File: src/rtl/mem_initiator.sv
// Single-port memory initiator: turns host read/write/RMW requests into memory port cycles.
// Optional read-modify-write support is compiled in with `define MEM_INITIATOR_RMW_EN.
//
// state | meaning
// ------+-----------------------------------------------------------------
// IDLE  | waiting for a host request, req_ready high
// ISSUE | address (and write data/strobe) presented to the memory
// WAIT  | memory returning data; captured into the response or merge word
// MERGE | RMW only: merged word written back to memory
// WAIT2 | RMW only: memory echoes the merged word
// RESP  | response held until the host takes it
module mem_initiator (
    input  logic        clk,
    input  logic        rst_n,
    input  logic        req_valid,
    output logic        req_ready,
    input  logic [1:0]  req_op,
    input  logic [5:0]  req_addr,
    input  logic [31:0] req_wdata,
    input  logic [31:0] req_mask,
    output logic        rsp_valid,
    input  logic        rsp_ready,
    output logic [31:0] rsp_rdata,
    output logic        rsp_err,
    output logic        mem_wea,
    output logic [5:0]  mem_addra,
    output logic [31:0] mem_dina,
    input  logic [31:0] mem_douta
);

    localparam logic [1:0] OP_READ  = 2'b00;
    localparam logic [1:0] OP_WRITE = 2'b01;

    localparam logic [2:0] IDLE  = 3'd0;
    localparam logic [2:0] ISSUE = 3'd1;
    localparam logic [2:0] WAIT  = 3'd2;
    localparam logic [2:0] RESP  = 3'd5;
`ifdef MEM_INITIATOR_RMW_EN
    localparam logic [1:0] OP_RMW = 2'b10;
    localparam logic [2:0] MERGE  = 3'd3;
    localparam logic [2:0] WAIT2  = 3'd4;
`endif

    logic [2:0] state;
    logic       ready_en;
    logic       accept;
    logic       op_exec;

`ifdef MEM_INITIATOR_RMW_EN
    logic        rmw_q;
    logic [31:0] mask_q;
    logic [31:0] merge_word;

    // mem_dina still holds the latched write data while in WAIT
    assign merge_word = (mem_douta & ~mask_q) | (mem_dina & mask_q);
`else
    logic unused_mask;
    assign unused_mask = ^req_mask;
`endif

    // ready_en keeps req_ready low during reset even though state is IDLE
    assign req_ready = ready_en && (state == IDLE);
    assign accept    = req_valid && req_ready;

    always_comb begin
        op_exec = 1'b0;
`ifdef MEM_INITIATOR_RMW_EN
        if ((req_op == OP_READ) || (req_op == OP_WRITE) || (req_op == OP_RMW))
            op_exec = 1'b1;
`else
        if ((req_op == OP_READ) || (req_op == OP_WRITE))
            op_exec = 1'b1;
`endif
    end

    always_ff @(posedge clk or negedge rst_n) begin
        if (!rst_n) begin
            state     <= IDLE;
            ready_en  <= 1'b0;
            mem_wea   <= 1'b0;
            mem_addra <= 6'd0;
            mem_dina  <= 32'd0;
            rsp_valid <= 1'b0;
            rsp_rdata <= 32'd0;
            rsp_err   <= 1'b0;
`ifdef MEM_INITIATOR_RMW_EN
            rmw_q     <= 1'b0;
            mask_q    <= 32'd0;
`endif
        end else begin
            ready_en <= 1'b1;
            case (state)
                IDLE: begin
                    mem_wea <= 1'b0;
                    if (accept) begin
                        if (op_exec) begin
                            state     <= ISSUE;
                            mem_addra <= req_addr;
                            mem_dina  <= req_wdata;
                            mem_wea   <= (req_op == OP_WRITE);
`ifdef MEM_INITIATOR_RMW_EN
                            rmw_q     <= (req_op == OP_RMW);
                            mask_q    <= req_mask;
`endif
                        end else begin
                            // rejected op: answer immediately, memory untouched
                            state     <= RESP;
                            rsp_valid <= 1'b1;
                            rsp_rdata <= 32'd0;
                            rsp_err   <= 1'b1;
                        end
                    end
                end

                ISSUE: begin
                    mem_wea <= 1'b0;
                    state   <= WAIT;
                end

                WAIT: begin
`ifdef MEM_INITIATOR_RMW_EN
                    if (rmw_q) begin
                        mem_dina <= merge_word;
                        mem_wea  <= 1'b1;
                        state    <= MERGE;
                    end else begin
                        mem_wea   <= 1'b0;
                        rsp_valid <= 1'b1;
                        rsp_rdata <= mem_douta;
                        rsp_err   <= 1'b0;
                        state     <= RESP;
                    end
`else
                    mem_wea   <= 1'b0;
                    rsp_valid <= 1'b1;
                    rsp_rdata <= mem_douta;
                    rsp_err   <= 1'b0;
                    state     <= RESP;
`endif
                end

`ifdef MEM_INITIATOR_RMW_EN
                MERGE: begin
                    mem_wea <= 1'b0;
                    state   <= WAIT2;
                end

                WAIT2: begin
                    mem_wea   <= 1'b0;
                    rsp_valid <= 1'b1;
                    rsp_rdata <= mem_douta;
                    rsp_err   <= 1'b0;
                    state     <= RESP;
                end
`endif

                RESP: begin
                    mem_wea <= 1'b0;
                    if (rsp_ready) begin
                        rsp_valid <= 1'b0;
                        state     <= IDLE;
                    end
                end

                default: begin
                    mem_wea   <= 1'b0;
                    rsp_valid <= 1'b0;
                    state     <= IDLE;
                end
            endcase
        end
    end

endmodule

File: config.mk
export PLATFORM = sky130hd
export DESIGN_NAME = mem_initiator
export DESIGN_NICKNAME = d
export VERILOG_FILES = /design/src/rtl/mem_initiator.sv
export SDC_FILE = /design/constraint.sdc
export NUM_CORES = 1
export LEC_CHECK = 0
export CAP_MARGIN = 40
export CORE_ASPECT_RATIO = 0.9
export CORE_MARGIN = 5
export CORE_UTILIZATION = 33
export CTS_CLUSTER_SIZE = 20
export DETAILED_ROUTE_END_ITERATION = 12
export GPL_TIMING_DRIVEN = 0
export MAX_ROUTING_LAYER = met4
export PLACE_DENSITY = 0.85
export SYNTH_ARGS = -nofsm -noshare
export SYNTH_HDL_FRONTEND = slang
export SYNTH_SLANG_ARGS = --single-unit
File: constraint.sdc
create_clock -name clk -period 1.8 [get_ports clk]
set_input_delay 0.27 -clock clk [delete_from_list [all_inputs] [get_ports clk]]
set_output_delay 0.27 -clock clk [all_outputs]
set_load 0.03 [all_outputs]
# Yosys cells after proc, flatten, opt, wreduce, memory -nomap -nowiden
# Index checks and enable logic that the tools add are counted.
dict set report op_classes {
  n_mux 16
  n_reduce_logical 10
  eq_ne 7
  bitwise 1
}
# cell n
set ops {}
lappend ops {{$mux W32} 2}
lappend ops {{$pmux W32 S2} 1}
lappend ops {{$pmux W3 S4} 1}
lappend ops {{$mux W3} 3}
lappend ops {{$mux W1} 7}
lappend ops {{$ne A2 B2 Y1 const B} 3}
lappend ops {{$reduce_and A3 Y1} 2}
lappend ops {{$pmux W1 S4} 1}
lappend ops {{$reduce_and A4 Y1} 1}
lappend ops {{$eq A3 B1 Y1 const B} 1}
lappend ops {{$eq A3 B2 Y1 const B} 1}
lappend ops {{$eq A3 B3 Y1 const B} 1}
lappend ops {{$logic_not A3 Y1} 1}
lappend ops {{$eq A2 B1 Y1 const B} 1}
lappend ops {{$logic_and A1 B1 Y1} 2}
lappend ops {{$logic_not A2 Y1} 1}
lappend ops {{$pmux W1 S2} 1}
lappend ops {{$reduce_and A2 Y1} 1}
lappend ops {{$reduce_bool A2 Y1} 1}
lappend ops {{$logic_or A1 B1 Y1} 1}
lappend ops {{$not A1 Y1} 1}
dict set report totals {
  output_inout_bits 74
  reg_bits 77
  input_bits 108
}

# Logic depth before layout (Yosys ltp)
# Gate-level depths: netlist (run 1).
dict set report logic_depth {
  word_depth 6
  mapped_depth 5
}

# Worst setup path before layout (run 1)
# OpenSTA, ideal clock, no wires.
dict set report synth_path {
  kind {register -> output}
  startpoint {register state[2]}
  endpoint {output port req_ready}
  path_slack_ps 99
  path_buffers 0
  t_arrival_ps 1431
  stages_incl_launch_ff 3
  cell_sequence {dfrtp_1 or2_1 nor3b_1}
}
dict set report synth_via {
  elab_chain_len 2
}
# element line_no
set synth_lines {}
lappend synth_lines {{start, declared} 44} ;# logic [2:0] state;
lappend synth_lines {{start signal, assigned} 78} ;# state <= IDLE;
lappend synth_lines {{start signal, assigned} 97} ;# state <= ISSUE;
lappend synth_lines {{start signal, assigned} 107} ;# state <= RESP;
lappend synth_lines {{$logic_not A3 Y1} 62} ;# assign req_ready = ready_en && (state == IDLE);
lappend synth_lines {{$logic_and A1 B1 Y1} 62}
lappend synth_lines {{end, declared} 16} ;# output logic req_ready,
# Every way passes these cells.

# Final worst setup path (run 1)
# Same ends and word-level chain as after synthesis.

==> run summary, run 1 <==
Outcome - finished, final reports clean
Drt first pass iters - 4
Via count - 2,149
CTS sink cnt - 77
Mapped Area - 0.00284 mm2
Critical path class - flop to output pin
Clock buffer depth - 2
Total grt overflow - 0
RD Place Congestion - 0.733
Crit path launch type - flop
Sequential area share after synthesis - 0.678
Die X - 108 um
Post-DP Area - 0.00450 mm2
Post-DR wirelength/cell - 15.8 um
Fin crit period - 1710 ps
DPL Wire Length - 5730 um
Core footprint - 0.00849 mm2
Final hold vios - 0
I/O Buffers - 149
RSZ-0062 raised after global routing - no
Cell taking the most area after synthesis - dfrtp_1
Hold WS - 429 ps
H-tree Lvls - 3
Die height - 98.0 um
Final Setup Violations - 0
Num rows - 32
First-pass GRT wire length - 11,900 um
Antenna violations before repair - 0
Initial Utilization - 0.335
Die area - 0.0106 mm2
Area delta synth->final - 66.4%
CTS Buf Count - 9
Worst EP arrival - 1440 ps
Main area contributors after synthesis - dfrtp_1 68%, mux2_2 11%, a22o_1 9.9%, mux2_1 3.6%, buf_6 0.79%
Final Cell Area - 0.00473 mm2
Syn nets - 288
Total negative slack - 0 ps
Final Max Tran Viols - 0
Leakage power - 2.03 nW
Worst path slowest cell - dfrtp_1
Clock Skew - 11.2 ps
Yosys Warn Count - 0
Vias in the first global route - 2,429
Cell family with most CP delay - simple AND/OR/NAND/NOR gates
DR vias/cell - 4.61
Max-cap violation count - 0
Cells after Synth - 180
Peak VDD IR - 744 uV
Place WS - -267 ps
Drt total wl - 7350 um
N_diodes - 0
Hold crit path type - input pin to asynchronous set/reset pin
Yosys reg bits - 77
Layout cells sized above 1 - 0.167
EDFF count, synth - 0
Pwr dens - 1850 mW/mm2
Reg clk slew, reported paths - 80 ps
Main flop type after synthesis - dfrtp_1
Post-route worst setup slack - 86.4 ps
TritonCTS clock tree - built
Nets - 450
Highest Clock Rate - 584 MHz
Final period util - 0.952
Avg Synthesized Cell Area - 15.8 um2
Top-count cell post-synth - dfrtp_1
Worst Path Buf+Inv - 1
Initial DRC count - 82
CP endpoint kind - output pin
Worst skew pair latency - 340 ps
Critical path data required time - 1530 ps
Commonest cells in the netlist - 77 x dfrtp_1, 32 x a22o_1, 29 x mux2_2, 9 x mux2_1, 5 x clkbuf_1
Final ANT Viol Nets - 0
DRC errors left - 0
Critical Path, Cell by Cell - or2_1 > nor3b_1 > buf_4
Netlist cell types - 23
Num ports - 182
Area share of the largest cell type after synthesis - 0.678
Clock root buffer - clkbuf_8
Crit path max fanout - 5
GRT Util Overall - 0.148
Largest net degree at the start of global routing - 42
Delay of the slowest critical-path stage - 410 ps
Ys async rst share - 1.00
==> final timing paths <==
| kind | to | slack, ps | startpoint | cells after the start |
|---|---|---|---|---|
| max | req_ready | 90 | state[2] | 3 |
| min | mem_dina[17] | 430 | rst_n | 2 |
| max reg2reg | mem_addra[2] | 110 | state[2] | 5 |
| min reg2reg | mem_dina[28] | 490 | mem_dina[28] | 1 |
| max in group asynchronous | rsp_rdata[20] | 800 | rst_n | 3 |
| min in group clk | mem_dina[28] | 490 | mem_dina[28] | 1 |
==> layout make-up <==
| class | count | area (um2) |
|---|---|---|
| fillers | 722 | 3760 |
| repair buffers | 152 | 1540 |
| plain buffers | 11 | 67.6 |
| inverters | 1 | 3.75 |
| clock inverters | 6 | 62.6 |
| well taps | 119 | 149 |
| flip-flops and latches | 77 | 1930 |
| clock buffers | 10 | 138 |
| multi-input cells | 90 | 842 |
==> layer usage <==
metal  wire length (um)  track usage  vias to the layer above
li1                   -            -                      975
met2               3710        0.241                       92
met1               2990        0.175                     1071
met4                108       0.0408                        0
met3                553       0.0522                       11
met5                  0            -                        -
==> power by group <==
group          total [mW]  switching (mW)  internal [mW]
clock                1.30           0.625          0.673
combinational        4.50            2.41           2.09
sequential           2.93           0.431           2.50
total                8.73            3.47           5.26
==> flip-flops by register name, summed over array words and instances (netlist names) <==
signal / cells
rsp_valid: 1
mem_addra: 6
mem_dina: 32
ready_en: 1
state: 3
rsp_err: 1
mem_wea: 1
rsp_rdata: 32
==> kinds of logic after synthesis <==
family          Yosys count  share of synthesized area
compound gates           37                      0.109
buf+inv                  13                     0.0264
flops                    77                      0.678
mux                      38                      0.151
other cells               1                    0.00132
simple gates             14                     0.0344
==> metrics by stage <==
stage	power, mW	utilization	std cells
after floorplan	5.47	-	180
after global placement	7.39	0.528	448
after detailed placement	7.52	0.530	449
after CTS	8.84	0.556	467
after global routing	9.20	0.557	466
final	8.73	0.557	466
==> layout by cell type, fill, tap and decap left out, types with 3 or more instances in the layout <==
master | netlist | routed
clkdlybuf4s50_1 | 0 | 147
dfrtp_1 | 77 | 77
a22o_1 | 32 | 32
mux2_2 | 29 | 29
clkbuf_8 | 0 | 10
mux2_1 | 9 | 9
clkbuf_1 | 5 | 4
buf_4 | 2 | 4
nand2_1 | 3 | 3
buf_2 | 3 | 3
clkinvlp_4 | 0 | 3
==> repair_timing <==
| action | CTS | global route |
|---|---|---|
| endpoints found under the setup margin | 10 | 40 |
| hold buffers | 1 | 0 |
| gates cloned | 0 | 0 |
| hold endpoints to repair | 36 | 0 |
| setup buffers | 1 | 0 |
| resized for setup | 6 | 2 |
| pin swaps | 0 | 1 |
(Power assumes the default switching activity.)
==> run 2: changes to the inputs <==
- REMOVE_ABC_BUFFERS: not set -> 1
- SLEW_MARGIN: not set -> 10
==> run 2 against run 1 <==
Against the previous run:
- design area is 0.87% higher
- core utilization is 0.49 points higher
- first-iteration DRC count is 57% lower
==> run summary, run 2 (synthesized netlist as in run 1, its figures left out) <==
Post-DR wirelength/cell - 15.8 um
Drt total wl - 7290 um
Worst path slowest cell - dfrtp_1
Most common cell after layout, fill and taps aside - clkdlybuf4s50_1
Leading cell types in the layout, fill and taps excluded - 147 x clkdlybuf4s50_1, 77 x dfrtp_1, 32 x a22o_1
DRC errors left - 0
Nets - 446
Vias in the first global route - 2,389
Worst Path Buf+Inv - 2
Clock root buffer - clkbuf_8
N_diodes - 0
Area delta synth->final - 67.8%
Final Max Tran Viols - 0
Largest net degree at the start of global routing - 44
Initial DRC count - 35
Delay of the slowest critical-path stage - 420 ps
Num ports - 182
Pwr dens - 1890 mW/mm2
Reg clk slew, reported paths - 80 ps
I/O Buffers - 149
Final ANT Viol Nets - 0
Layout cells sized above 1 - 0.167
GRT Util Overall - 0.149
Clock Skew - 12.1 ps
Via count - 2,119
Worst EP arrival - 1930 ps
Initial Utilization - 0.335
Highest Clock Rate - 584 MHz
Final hold vios - 0
Crit path launch type - flop
H-tree Lvls - 3
RD Place Congestion - 0.756
Total power - 8.99 mW
Core footprint - 0.00849 mm2
CTS sink cnt - 77
CP endpoint kind - flop
Largest registers - mem_dina: 32 flops, rsp_rdata: 32 flops, mem_addra: 6 flops
Peak VDD IR - 939 uV
Cell family with most CP delay - simple AND/OR/NAND/NOR gates
Outcome - finished, final reports clean
Max-cap violation count - 0
Measured slew at the worst slew-check pin - 636 ps
Die height - 98.0 um
Die X - 108 um
Met3 GRT Util - 0.0463
Worst skew pair latency - 330 ps
Critical path class - flop to flop
Fillcell total - 680
Leakage power - 2.06 nW
Met2 Resource Use GR - 0.233
Final Setup Violations - 0
Critical Path, Cell by Cell - or2_4 > nor4_4 > buf_6 > buf_4 > mux2_2
Post-route worst setup slack - 87.9 ps
TritonCTS clock tree - built
RSZ-0062 raised after global routing - no
Die area - 0.0106 mm2
Crit path max fanout - 9
DR vias/cell - 4.60
Clock buffer depth - 2
CTS Buf Count - 9
Total grt overflow - 0
Antenna violations before repair - 0
Met1 usage - 0.189
Num rows - 32
Critical path data required time - 2010 ps
Rel. slew slack - 0.576
GR peak layer - met2
Final period util - 0.951
Drt first pass iters - 4
Hold crit path type - input pin to asynchronous set/reset pin
Place WS - -710 ps
DPL Wire Length - 5580 um
Fin crit period - 1710 ps
First-pass GRT wire length - 12,000 um
Total negative slack - 0 ps
[run 2: cell types whose count changed in the layout (fill, tap and decap cells not counted), moves of 2 or more]
| cell | delta |
|---|---|
| clkbuf_1 | -3 |
| buf_4 | +2 |
| buf_8 | +2 |
| clkinvlp_4 | -3 |
| bufinv_16 | +2 |
| buf_2 | -3 |
[run 2: worst paths after layout]
check | slack (ps) | start | endpoint | cells past startpoint
worst max-delay path | 90 | state[2] | mem_dina[20] | 5
worst min-delay path | 450 | rst_n | mem_dina[3] | 2
worst max register to register | 90 | state[2] | mem_dina[20] | 5
worst min register to register | 490 | mem_addra[3] | mem_addra[3] | 1
max in group asynchronous | 770 | rst_n | rsp_rdata[19] | 3
min in group clk | 490 | mem_addra[3] | mem_addra[3] | 1
[run 2: per-stage QoR]
step | utilization | cell area, um2 | hold slack (ps) | std cells
detailed placement | 0.530 | 4500 | 254 | 441
floorplan | - | 2770 | -25.6 | 168
finish | 0.562 | 4770 | 455 | 461
global route | 0.562 | 4770 | 459 | 461
CTS | 0.560 | 4750 | 433 | 460
global placement | 0.519 | 4410 | 467 | 436
[run 2: routing by layer]
layer  wire length (um)  vias up  part of all wire
met5                  0        -                 0
met4                 33        0            0.0045
met3                496        3             0.068
met2               3480      123              0.48
met1               3290     1031              0.45
li1                   -      962                 -
[run 2: where the power goes]
part | switching, mW | internal [mW] | total, mW
registers | 0.436 | 2.50 | 2.94
logic | 2.41 | 2.14 | 4.55
clock network | 0.594 | 0.910 | 1.50
[run 2: what timing repair did]
item | 4_1_cts | 5_1_grt
buffers inserted | 3 | 1
pin swaps | 1 | 0
endpoints found under the setup margin | 39 | 6
hold buffers | 1 | 0
cloned | 0 | 0
hold endpoints to repair | 34 | 0
gates resized for setup | 6 | 3
[run 2: area by class of cell]
cell class / count / area, um2 / area share
tap: 119 / 149 / 0.0312
clock inverter: 5 / 100 / 0.0210
sequential: 77 / 1930 / 0.404
multi-input combinational: 90 / 845 / 0.177
clock buffer: 10 / 128 / 0.0268
inverter: 1 / 3.75 / 0.000787
timing repair buffer: 159 / 1620 / 0.339
